<file path="config.mk">
export PLATFORM = sky130hd
export DESIGN_NAME = muldiv_unit
export DESIGN_NICKNAME = d
export VERILOG_FILES = /design/src/rtl/muldiv_unit.sv
export SDC_FILE = /design/constraint.sdc
export NUM_CORES = 1
export LEC_CHECK = 0
export CORE_MARGIN = 5
export CORE_UTILIZATION = 35
export CTS_CLUSTER_SIZE = 14
export DETAILED_ROUTE_END_ITERATION = 8
export REMOVE_ABC_BUFFERS = 1
export SETUP_SLACK_MARGIN = 0.1
export SLEW_MARGIN = 20
export SYNTH_ARGS = -nofsm -noshare
export SYNTH_HDL_FRONTEND = slang
export SYNTH_SLANG_ARGS = --single-unit
export TNS_END_PERCENT = 50
</file>
<file path="constraint.sdc">
create_clock -name clk -period 4.5 [get_ports clk]
set_input_delay 0.45 -clock clk [delete_from_list [all_inputs] [get_ports clk]]
set_output_delay 0.45 -clock clk [all_outputs]
set_load 0.03 [all_outputs]
</file>
<file path="src/rtl/muldiv_unit.sv">
// Iterative multiply/divide unit producing the HI/LO registers.
// One bit per RUN cycle: shift-add multiply or restoring divide on magnitudes, sign fix in FIX.
module muldiv_unit #(
    parameter int WIDTH = 32,
    parameter int ITER  = 32
) (
    input  logic             clk,
    input  logic             rst,
    input  logic             start,
    input  logic [1:0]       op,
    input  logic [WIDTH-1:0] a,
    input  logic [WIDTH-1:0] b,
    input  logic             hi_we,
    input  logic             lo_we,
    input  logic [WIDTH-1:0] wdata,
    output logic             busy,
    output logic             done,
    output logic [WIDTH-1:0] hi,
    output logic [WIDTH-1:0] lo
);
    localparam int CNT_W = $clog2(ITER);

    typedef enum logic [1:0] {IDLE, RUN, FIX} state_t;

    state_t             state, state_nxt;
    logic [CNT_W-1:0]   cnt;
    logic               load, mt_en;
    logic               is_div, sign_q, sign_r;
    logic [WIDTH-1:0]   opnd;
    logic [2*WIDTH-1:0] acc, acc_step, fix_prod;
    logic [WIDTH:0]     mul_sum;
    logic [WIDTH-1:0]   rem_trial, fix_hi, fix_lo;
    logic               rem_ge;

    function automatic logic [WIDTH-1:0] neg_w(input logic [WIDTH-1:0] x);
        return ~x + {{(WIDTH-1){1'b0}}, 1'b1};
    endfunction

    function automatic logic [2*WIDTH-1:0] neg_2w(input logic [2*WIDTH-1:0] x);
        return ~x + {{(2*WIDTH-1){1'b0}}, 1'b1};
    endfunction

    function automatic logic [WIDTH-1:0] mag_w(input logic [WIDTH-1:0] x, input logic is_signed);
        return (is_signed && x[WIDTH-1]) ? neg_w(x) : x;
    endfunction

    always_ff @(posedge clk) begin
        if (rst) state <= IDLE;
        else     state <= state_nxt;
    end

    always_comb begin
        state_nxt = state;
        case (state)
            IDLE:    if (start) state_nxt = RUN;
            RUN:     if (cnt == CNT_W'(ITER - 1)) state_nxt = FIX;
            FIX:     state_nxt = IDLE;
            default: state_nxt = IDLE;
        endcase
    end

    always_comb begin
        busy  = (state != IDLE);
        load  = (state == IDLE) && start;
        mt_en = (state == IDLE) && !start;
    end

    always_ff @(posedge clk) begin
        if (rst) begin
            done <= 1'b0;
            cnt  <= '0;
        end else begin
            done <= (state == FIX);
            if (load)              cnt <= '0;
            else if (state == RUN) cnt <= cnt + 1'b1;
        end
    end

    // acc holds {product_hi, multiplier/product_lo} for multiply, {remainder, quotient} for divide.
    always_comb begin
        mul_sum   = {1'b0, acc[2*WIDTH-1:WIDTH]} + (acc[0] ? {1'b0, opnd} : '0);
        rem_ge    = acc[2*WIDTH-1:WIDTH-1] >= {1'b0, opnd};
        rem_trial = acc[2*WIDTH-2:WIDTH-1] - opnd;
        if (is_div)
            acc_step = rem_ge ? {rem_trial, acc[WIDTH-2:0], 1'b1} : {acc[2*WIDTH-2:0], 1'b0};
        else
            acc_step = {mul_sum, acc[WIDTH-1:1]};
    end

    always_ff @(posedge clk) begin
        if (load) begin
            is_div <= op[1];
            sign_q <= op[0] & (a[WIDTH-1] ^ b[WIDTH-1]);
            sign_r <= op[0] & a[WIDTH-1];
            if (op[1]) begin
                acc  <= {{WIDTH{1'b0}}, mag_w(a, op[0])};
                opnd <= mag_w(b, op[0]);
            end else begin
                acc  <= {{WIDTH{1'b0}}, mag_w(b, op[0])};
                opnd <= mag_w(a, op[0]);
            end
        end else if (state == RUN) begin
            acc <= acc_step;
        end
    end

    always_comb begin
        fix_prod = sign_q ? neg_2w(acc) : acc;
        if (is_div) begin
            fix_lo = sign_q ? neg_w(acc[WIDTH-1:0]) : acc[WIDTH-1:0];
            fix_hi = sign_r ? neg_w(acc[2*WIDTH-1:WIDTH]) : acc[2*WIDTH-1:WIDTH];
        end else begin
            fix_lo = fix_prod[WIDTH-1:0];
            fix_hi = fix_prod[2*WIDTH-1:WIDTH];
        end
    end

    always_ff @(posedge clk) begin
        if (rst) begin
            hi <= '0;
            lo <= '0;
        end else if (state == FIX) begin
            hi <= fix_hi;
            lo <= fix_lo;
        end else if (mt_en) begin
            if (hi_we) hi <= wdata;
            if (lo_we) lo <= wdata;
        end
    end
endmodule

</file>
Word-level counts from Yosys, hierarchy flattened
Index checks and enable logic that the tools add are counted.
- bits in writable memories: 0
- bits in registers: 171
- memories kept: 0
- ROM bits: 0
- latch bits: 0
- output and inout bits: 66
- add/sub/neg operators: 8
- multipliers: 0
- shifts and indexed selects: 0
- divide/modulo/power cells: 0
- muxes and demuxes: 23
- reduce and logical (&&, ||, !) cells: 15
- bitwise logic cells: 8
- equal/unequal tests: 5
- $lt $le $gt $ge: 1
- operators with widths (kind ; number):
    2-to-1 mux 32 bit ; 15
    2-to-1 mux 64 bit ; 5
    adder 32 x 1 -> 32 bit, second input constant ; 4
    NOT 32 bit ; 4
    adder 64 x 1 -> 64 bit, second input constant ; 1
    NOT 64 bit ; 1
    adder 32 x 32 -> 33 bit ; 1
    greater-or-equal comparator 33 x 32 -> 1 bit ; 1
    subtractor 32 bit ; 1
    nonzero test 2 bit ; 5
    AND reduction 2 bit ; 3
    adder 5 x 1 -> 5 bit, second input constant ; 1
    == test 5 bit, second input constant ; 1
    logical AND 1 bit ; 4
    2-to-1 mux 2 bit ; 2
    != test 2 bit, second input constant ; 2
    one-hot mux 2 bit (2 select lines) ; 1
    AND 1 bit ; 2
    == test 2 x 1 -> 1 bit, second input constant ; 1
    == test 2 bit, second input constant ; 1
    logical NOT 2 bit ; 1
    OR reduction 2 bit ; 1
    logical NOT 1 bit ; 1
    bitwise XOR 1 bit ; 1

Longest topological paths before layout
Gate-level depths: netlist of run 1.
- word-level depth: 5
- depth in mapped cells: 14
- mapped depth without buffers: 13

Worst setup path after synthesis of run 1
No wires, ideal clock.
- kind: register -> register
- from: register acc[0]
- to: register acc[60] (data pin)
- required time: 4.326 ns
- clock period less this slack: 3.183 ns
- arrival: 3.008 ns
- slack: 1.317 ns
- stages on the path, launching flop included: 14
- path buffers: 1
- path through: edfxtp_1 -> clkinv_1 -> clkbuf_1 -> nor2_1 -> ha_1 -> o21ai_0 -> o21bai_1 -> a21oi_1 -> o21ai_0 -> o211ai_1 -> a211oi_1 -> nor2_1 -> o311a_1 -> a311oi_1
- word-level cells in the longest chain between the ends: 5
- RTL lines (item ; RTL line ; RTL):
    from (decl) ; 30 ; logic [2*WIDTH-1:0] acc, acc_step, fix_prod;
    from (signal assigned) ; 96 ; acc <= {{WIDTH{1'b0}}, mag_w(a, op[0])};
    from (signal assigned) ; 99 ; acc <= {{WIDTH{1'b0}}, mag_w(b, op[0])};
    from (signal assigned) ; 103 ; acc <= acc_step;
    2-to-1 mux 32 bit ; 81 ; mul_sum = {1'b0, acc[2*WIDTH-1:WIDTH]} + (acc[0] ? {1'b0, opnd} : '0);
    adder 32 x 32 -> 33 bit ; 81 ;
    2-to-1 mux 64 bit ; 84 ; if (is_div)
    2-to-1 mux 64 bit ; 102 ; end else if (state == RUN) begin
    2-to-1 mux 64 bit ; 91 ; if (load) begin
Every way passes these cells. The select of a mux whose other input is x is not followed.
A chain may end at the register's enable or synchronous reset.

Final worst setup path of run 1
- from: register acc[34]
- to: register acc[57] (data pin)
- word-level cells in the longest chain between the ends: 5
- elaborated cells on any way between the ends: 7
- classes of those cells: add/sub (2); order compare (1); mux (4)
- RTL lines (item ; RTL line ; RTL):
    subtractor 32 bit or greater-or-equal comparator 33 x 32 -> 1 bit (tied branches) ; 83, 82 ;
    2-to-1 mux 64 bit ; 85 ; acc_step = rem_ge ? {rem_trial, acc[WIDTH-2:0], 1'b1} : {acc[2*WIDTH-2:0], 1'b0};
    2-to-1 mux 64 bit * ; 84 ;
    2-to-1 mux 64 bit * ; 102 ;
    2-to-1 mux 64 bit * ; 91 ;
Every way passes the cells marked *; elsewhere a longest branch is shown, timed or not. The select of a mux whose other input is x is not followed.

==> results of run 1 <==
-- flip-flops by register name (all words and copies together), names as in the netlist --
register / flops
sign_q: 1
done: 1
hi: 32
lo: 32
state: 2
acc: 64
sign_r: 1
is_div: 1
cnt: 5
opnd: 32
-- cell type report --
| cell class | count | area (µm²) |
|---|---|---|
| repair buffers | 197 | 1910 |
| fillers | 4154 | 23700 |
| clock buffers | 18 | 429 |
| multi-input cells | 1467 | 9480 |
| inverters | 64 | 240 |
| flip-flops and latches | 171 | 4410 |
| clock inverters | 14 | 136 |
| well taps | 532 | 666 |
| diodes | 1 | 2.50 |
-- per-stage QoR --
step	cells	total power (W)
2_1_floorplan	1702	0.00467
3_3_place_gp	2431	0.00583
3_5_place_dp	2431	0.00585
4_1_cts	2463	0.00735
5_1_grt	2463	0.00785
6_report	2464	0.00740
-- critical path, delay by kind of cell (launching register included) --
kind            cells  cell delay (ns)
buf+inv             2             0.43
simple gates        2             0.22
flops               1             0.53
compound gates      7             2.06
fa+ha+maj           1             0.45
-- layout by cell type (no fill, tap or decap), types with 72 or more instances in the layout --
| cell type | n |
|---|---|
| clkdlybuf4s50_1 | 166 |
| dfxtp_1 | 72 |
| mux2i_1 | 92 |
| a21oi_1 | 187 |
| nor2_1 | 224 |
| nand2_1 | 164 |
| edfxtp_1 | 99 |
| o21ai_0 | 99 |
| xnor2_1 | 89 |
| xor2_1 | 76 |
-- per-layer routing --
metal	wire (µm)	GRT usage [%]	vias up
met2	24000	36.1	459
li1	-	-	6854
met4	1620	7.61	2
met1	23000	29.8	6800
met5	13	0	-
met3	3090	4.14	94
-- logic make-up (layout without fill, tap and decap cells) --
| group | after synthesis | after routing | share of synthesized area (%) |
|---|---|---|---|
| buf+inv | 174 | 293 | 4.50 |
| fa+ha+maj | 72 | 72 | 6.30 |
| mux | 93 | 93 | 6.41 |
| other cells | 0 | 1 | 0 |
| flops | 171 | 171 | 30.4 |
| compound gates | 542 | 542 | 23.7 |
| simple gates | 595 | 595 | 18.8 |
| xor+xnor | 165 | 165 | 9.94 |
-- worst max path at each step --
stage / startpoint / endpoint / cells past startpoint
CTS: acc[33] / acc[57] / 12
global route: acc[33] / acc[57] / 12
finish: acc[34] / acc[57] / 12
detailed placement: acc[35] / acc[57] / 12
global placement: acc[33] / acc[57] / 12
floorplan: is_div / hi[11] / 7
-- report_power, final --
part / total (W) / switching (W) / internal, W
clock: 0.00150 / 0.000722 / 0.000776
sequential: 0.00233 / 0.000391 / 0.00194
combinational: 0.00358 / 0.00215 / 0.00143
total: 0.00740 / 0.00327 / 0.00414
==> impl_metrics.csv, run 1 <==
group,metric,value,unit
logic_synthesis,yosysWarnings,0,
timing,drv_slew,0,
logic_synthesis,ys_ff_latch,171,
cts,clock_path_buffers,2,
logic_synthesis,yosysSeqAreaShare,30.4,%
logic_synthesis,ys_top_cells_by_count,"nor2_1 (225), a21oi_1 (187), nand2_1 (164), clkbuf_1 (100)",
placed_design,port_buffers,168,
cts,clock_latency,0.46,ns
placed_design,hpwl,40600,µm
grt,grt_pass1_vias,13800,
grt,grt_usage,22.2,%
timing,relSlewSlack,31.2,%
critical_path,worstPathCellList,"ha_1 > nand3_1 > o21bai_1 > a211oi_1 > a311oi_1 > buf_4 > o21ai_0 > a21o_1 > buf_12 > nor2_1 > a31oi_1 > a211oi_1",
worst_hold_path,min_from,"hi[1]",
critical_path,worstPathArrival,4.15,ns
placed_design,place_area,16700,µm²
grt,grt-ovfl-total,0,
layout,nNetsFinal,2093,
die,rows,74,
cts,clkTransAtPathRegs,0.08,ns
run,cap_violations,0,
die,die_w,214,µm
logic_synthesis,synth_edf_count,99,
logic_synthesis,synth_top_cell_by_area,"edfxtp_1",
placed_design,place_ws,0.630,ns
timing,period_needed,3.96,ns
timing,period_share,87.9,%
timing,hold_viol_final,0,
worst_hold_path,worstHoldEndpoint,"hi[1]",
die,initial_utilization,35.5,%
timing,worstMarginPinSlew,1.03,ns
cts,clockRootBuffer,"clkbuf_16",
critical_path,worstSetupPathType,"flip-flop to flip-flop",
outcome,outcome,"complete, no violations",
layout,final_cell_area,17300,µm²
route,dr.pass1.iters,5,
die,pin_count,169,
route,avgRoutedWirePerCell,21.0,µm
critical_path,cp.required,4.70,ns
timing,hold_ws,0.464,ns
logic_synthesis,synthArstFlopShare,0,%
worst_hold_path,hold_path.class,"flip-flop to flip-flop",
grt,grt_max_degree,65,
layout,syn2layout_area_growth,18.9,%
critical_path,reg2reg_depth,12,
logic_synthesis,yosysMostFrequentCell,"nor2_1",
grt,grt_pass1_wl,79400,µm
route,drt_iter0_markers,1181,
timing,rsz0062_at_grt,"no",
route,vias_per_cell,5.77,
critical_path,rrSetupSlack,0.54,ns
cts,cts_hold_buffers,0,
grt,antenna_found_initial,1,
critical_path,critPathMaxFanout,38,
worst_hold_path,hold_depth,2,
route,num_vias,14200,
route,routed_wl,51800,µm
timing,setup_viol,0,
critical_path,cp-start-kind,"flip-flop",
logic_synthesis,synth_cell_types,71,
logic_synthesis,synth_top_area_share,20.4,%
critical_path,r2r_start,"acc[34]",
power,power.density,428,nW/µm²
logic_synthesis,syn-instance-count,1812,
logic_synthesis,syn-cell-area,14500,µm²
timing,fin_ws,0.543,ns
power,ir_drop,266,µV
cts,cts.repair.resized,0,
critical_path,cpMaxStageDelayCell,"o21ai_0",
cts,post_cts_buffers,0,
layout,drive_gt1_share,4.51,%
critical_path,cp-end-kind,"flip-flop",
timing,tns,0,ns
die,die_area,45700,µm²
cts,cts-buffers-inserted,17,
logic_synthesis,ys_top_cells_by_area,"edfxtp_1 (20%), dfxtp_1 (9.9%), a21oi_1 (6.4%), mux2i_1 (6.3%), ha_1 (6.0%)",
cts,cts_tree,"done",
route,drc,0,
route,ant_nets,0,
layout,utilization,42.1,%
critical_path,r2r_end,"acc[57]",
logic_synthesis,syn_area_per_cell,8.03,µm²
die,die_height,214,µm
power,p_leak,6.63,nW
logic_synthesis,ys.flop_type,"edfxtp_1",
timing,fmax,253,MHz
die,placeableCoreArea,41000,µm²
cts,htree_levels,4,
cts,cts.sinks,171,
critical_path,cp_common_cell,"a211oi_1",
placed_design,place.gp.congestion,0.976,
timing,fin_skew,0.0135,ns
critical_path,cp_slowest_stage_delay,0.67,ns
Power figures use the tool's default switching activity.
==> run 2, diff against run 1 <==
--- a/config.mk
+++ b/config.mk
@@ -9,6 +9,7 @@
 export CORE_UTILIZATION = 35
 export CTS_CLUSTER_SIZE = 14
 export DETAILED_ROUTE_END_ITERATION = 8
+export HOLD_SLACK_MARGIN = 0.02
 export REMOVE_ABC_BUFFERS = 1
 export SETUP_SLACK_MARGIN = 0.1
 export SLEW_MARGIN = 20
==> results of run 2 <==
Final layout, timing and power as in run 1 (identical DEF).
==> run 3, diff against run 2 <==
--- a/config.mk
+++ b/config.mk
@@ -9,6 +9,7 @@
 export CORE_UTILIZATION = 35
 export CTS_CLUSTER_SIZE = 14
 export DETAILED_ROUTE_END_ITERATION = 8
+export DONT_BUFFER_PORTS = 1
 export HOLD_SLACK_MARGIN = 0.02
 export REMOVE_ABC_BUFFERS = 1
 export SETUP_SLACK_MARGIN = 0.1
==> impl_metrics.csv, run 3 (synthesis gave the netlist of run 1 again) <==
group,metric,value,unit
die,die_area,45700,µm²
critical_path,cp.required,4.69,ns
layout,final_common_cell,"nor2_1",
layout,fin_cells,2290,
die,placeableCoreArea,41000,µm²
critical_path,worstPathArrival,4.00,ns
layout,top_register,"acc",
cts,cts.repair.resized,0,
route,num_vias,13600,
critical_path,cp-start-kind,"flip-flop",
route,routed_wl,50600,µm
cts,cts_tree,"done",
worst_hold_path,min_from,"rst",
critical_path,critPathMaxFanout,28,
timing,fin_skew,0.0115,ns
power,p_seq_share,33.2,%
grt,grt_pass1_wl,76400,µm
layout,final_cell_mix,"nor2_1 (224), a21oi_1 (187), nand2_1 (164)",
timing,rsz0062_at_grt,"no",
run,cap_violations,0,
cts,clock_path_buffers,2,
die,initial_utilization,35.5,%
power,total_power,0.00715,W
layout,largest_reg_flops,64,
power,switching_share,43.8,%
placed_design,place_inst,2258,
route,drc,0,
timing,worstMarginPinSlew,0.905,ns
critical_path,worstSetupPathType,"flip-flop to flip-flop",
grt,grt_pass1_vias,12900,
worst_hold_path,hold_path.class,"primary input to flip-flop",
layout,nNetsFinal,1920,
timing,fmax,262,MHz
die,die_w,214,µm
cts,htree_levels,4,
layout,drive_gt1_share,4.44,%
route,drt_iter0_markers,1051,
timing,drv_slew,0,
timing,period_needed,3.82,ns
die,pin_count,169,
grt,grt_usage,21.4,%
layout,syn2layout_area_growth,7.11,%
worst_hold_path,hold_depth,1,
critical_path,cp-startpoint,"acc[0]",
timing,hold_ws,0.0675,ns
power,p_comb_share,46.4,%
cts,clockRootBuffer,"clkbuf_16",
power,p_leak,5.98,nW
route,avgRoutedWirePerCell,22.1,µm
grt,grt_max_degree,82,
cts,cts_hold_buffers,0,
timing,tns,0,ns
power,power.density,459,nW/µm²
route,vias_per_cell,5.93,
placed_design,place.gp.congestion,0.955,
grt,grt-ovfl-total,0,
die,die_height,214,µm
grt,antenna_found_initial,0,
cts,cts-buffers-inserted,17,
power,ir_drop,269,µV
cts,clkTransAtPathRegs,0.07,ns
cts,clock_latency,0.46,ns
timing,period_share,84.8,%
route,dr.pass1.iters,5,
layout,final_cell_area,15600,µm²
power,power_switching,0.00314,W
placed_design,place_area,15000,µm²
power,intPower,0.00402,W
timing,relSlewSlack,39.6,%
placed_design,hpwl,40100,µm
placed_design,port_buffers,0,
die,rows,74,
power,clkPwrFrac,20.4,%
layout,antenna_cells,0,
route,ant_nets,0,
critical_path,cp-end-kind,"flip-flop",
timing,setup_viol,0,
critical_path,r2r_start,"acc[0]",
critical_path,reg2reg_depth,12,
timing,hold_viol_final,0,
cts,cts.sinks,171,
cts,post_cts_buffers,0,
outcome,outcome,"complete, no violations",
## run 3: power by group through the flow
stage                     sequential (W)  clock (W)  combinational (W)
final                            0.00238    0.00146            0.00332
after global routing             0.00241    0.00153            0.00365
after CTS                        0.00237    0.00148            0.00327
after detailed placement         0.00240          0            0.00325
after global placement           0.00239          0            0.00325
after floorplan                  0.00225          0            0.00242
## run 3: per-stage QoR
stage                     utilization, %  setup slack (ns)
after floorplan                        -             0.119
final                               38.0             0.682
after CTS                           38.0             0.693
after global routing                38.0             0.393
after detailed placement            36.6             0.725
after global placement              36.6             0.774
## run 3: path summary, 6_finish.rpt
check                  to  slack, ns
hold / removal     cnt[4]       0.07
setup reg to reg  acc[63]       0.68
setup / recovery  acc[63]       0.68
hold reg to reg    cnt[4]       0.53
## run 3: cell type report
class | count | area [µm²]
inverter | 64 | 240
clock buffer | 23 | 500
clock inverter | 9 | 62.6
multi-input combinational | 1467 | 9490
sequential | 171 | 4410
fill | 4211 | 25400
tap | 532 | 666
timing repair buffer | 24 | 205
## run 3: critical path: stages (launching register included)
cell and delay (ns):
edfxtp_1 0.43, clkinv_1 0.18, buf_4 0.36, nor2_1 0.09, ha_1 0.37, a21oi_1 0.31, o21ai_0 0.12, o22ai_1 0.20
nand4_1 0.22, a311oi_1 0.44, o21ai_0 0.22, a2111oi_0 0.48, a211oi_1 0.11
## run 3: routing by layer
layer  up-vias  global-route usage [%]  wire [µm]
met4         0                    8.07       1710
met2       462                    34.5      23300
li1       6505                       -          -
met5         -                       0          0
met1      6541                    28.1      21800
met3        81                    4.93       3740
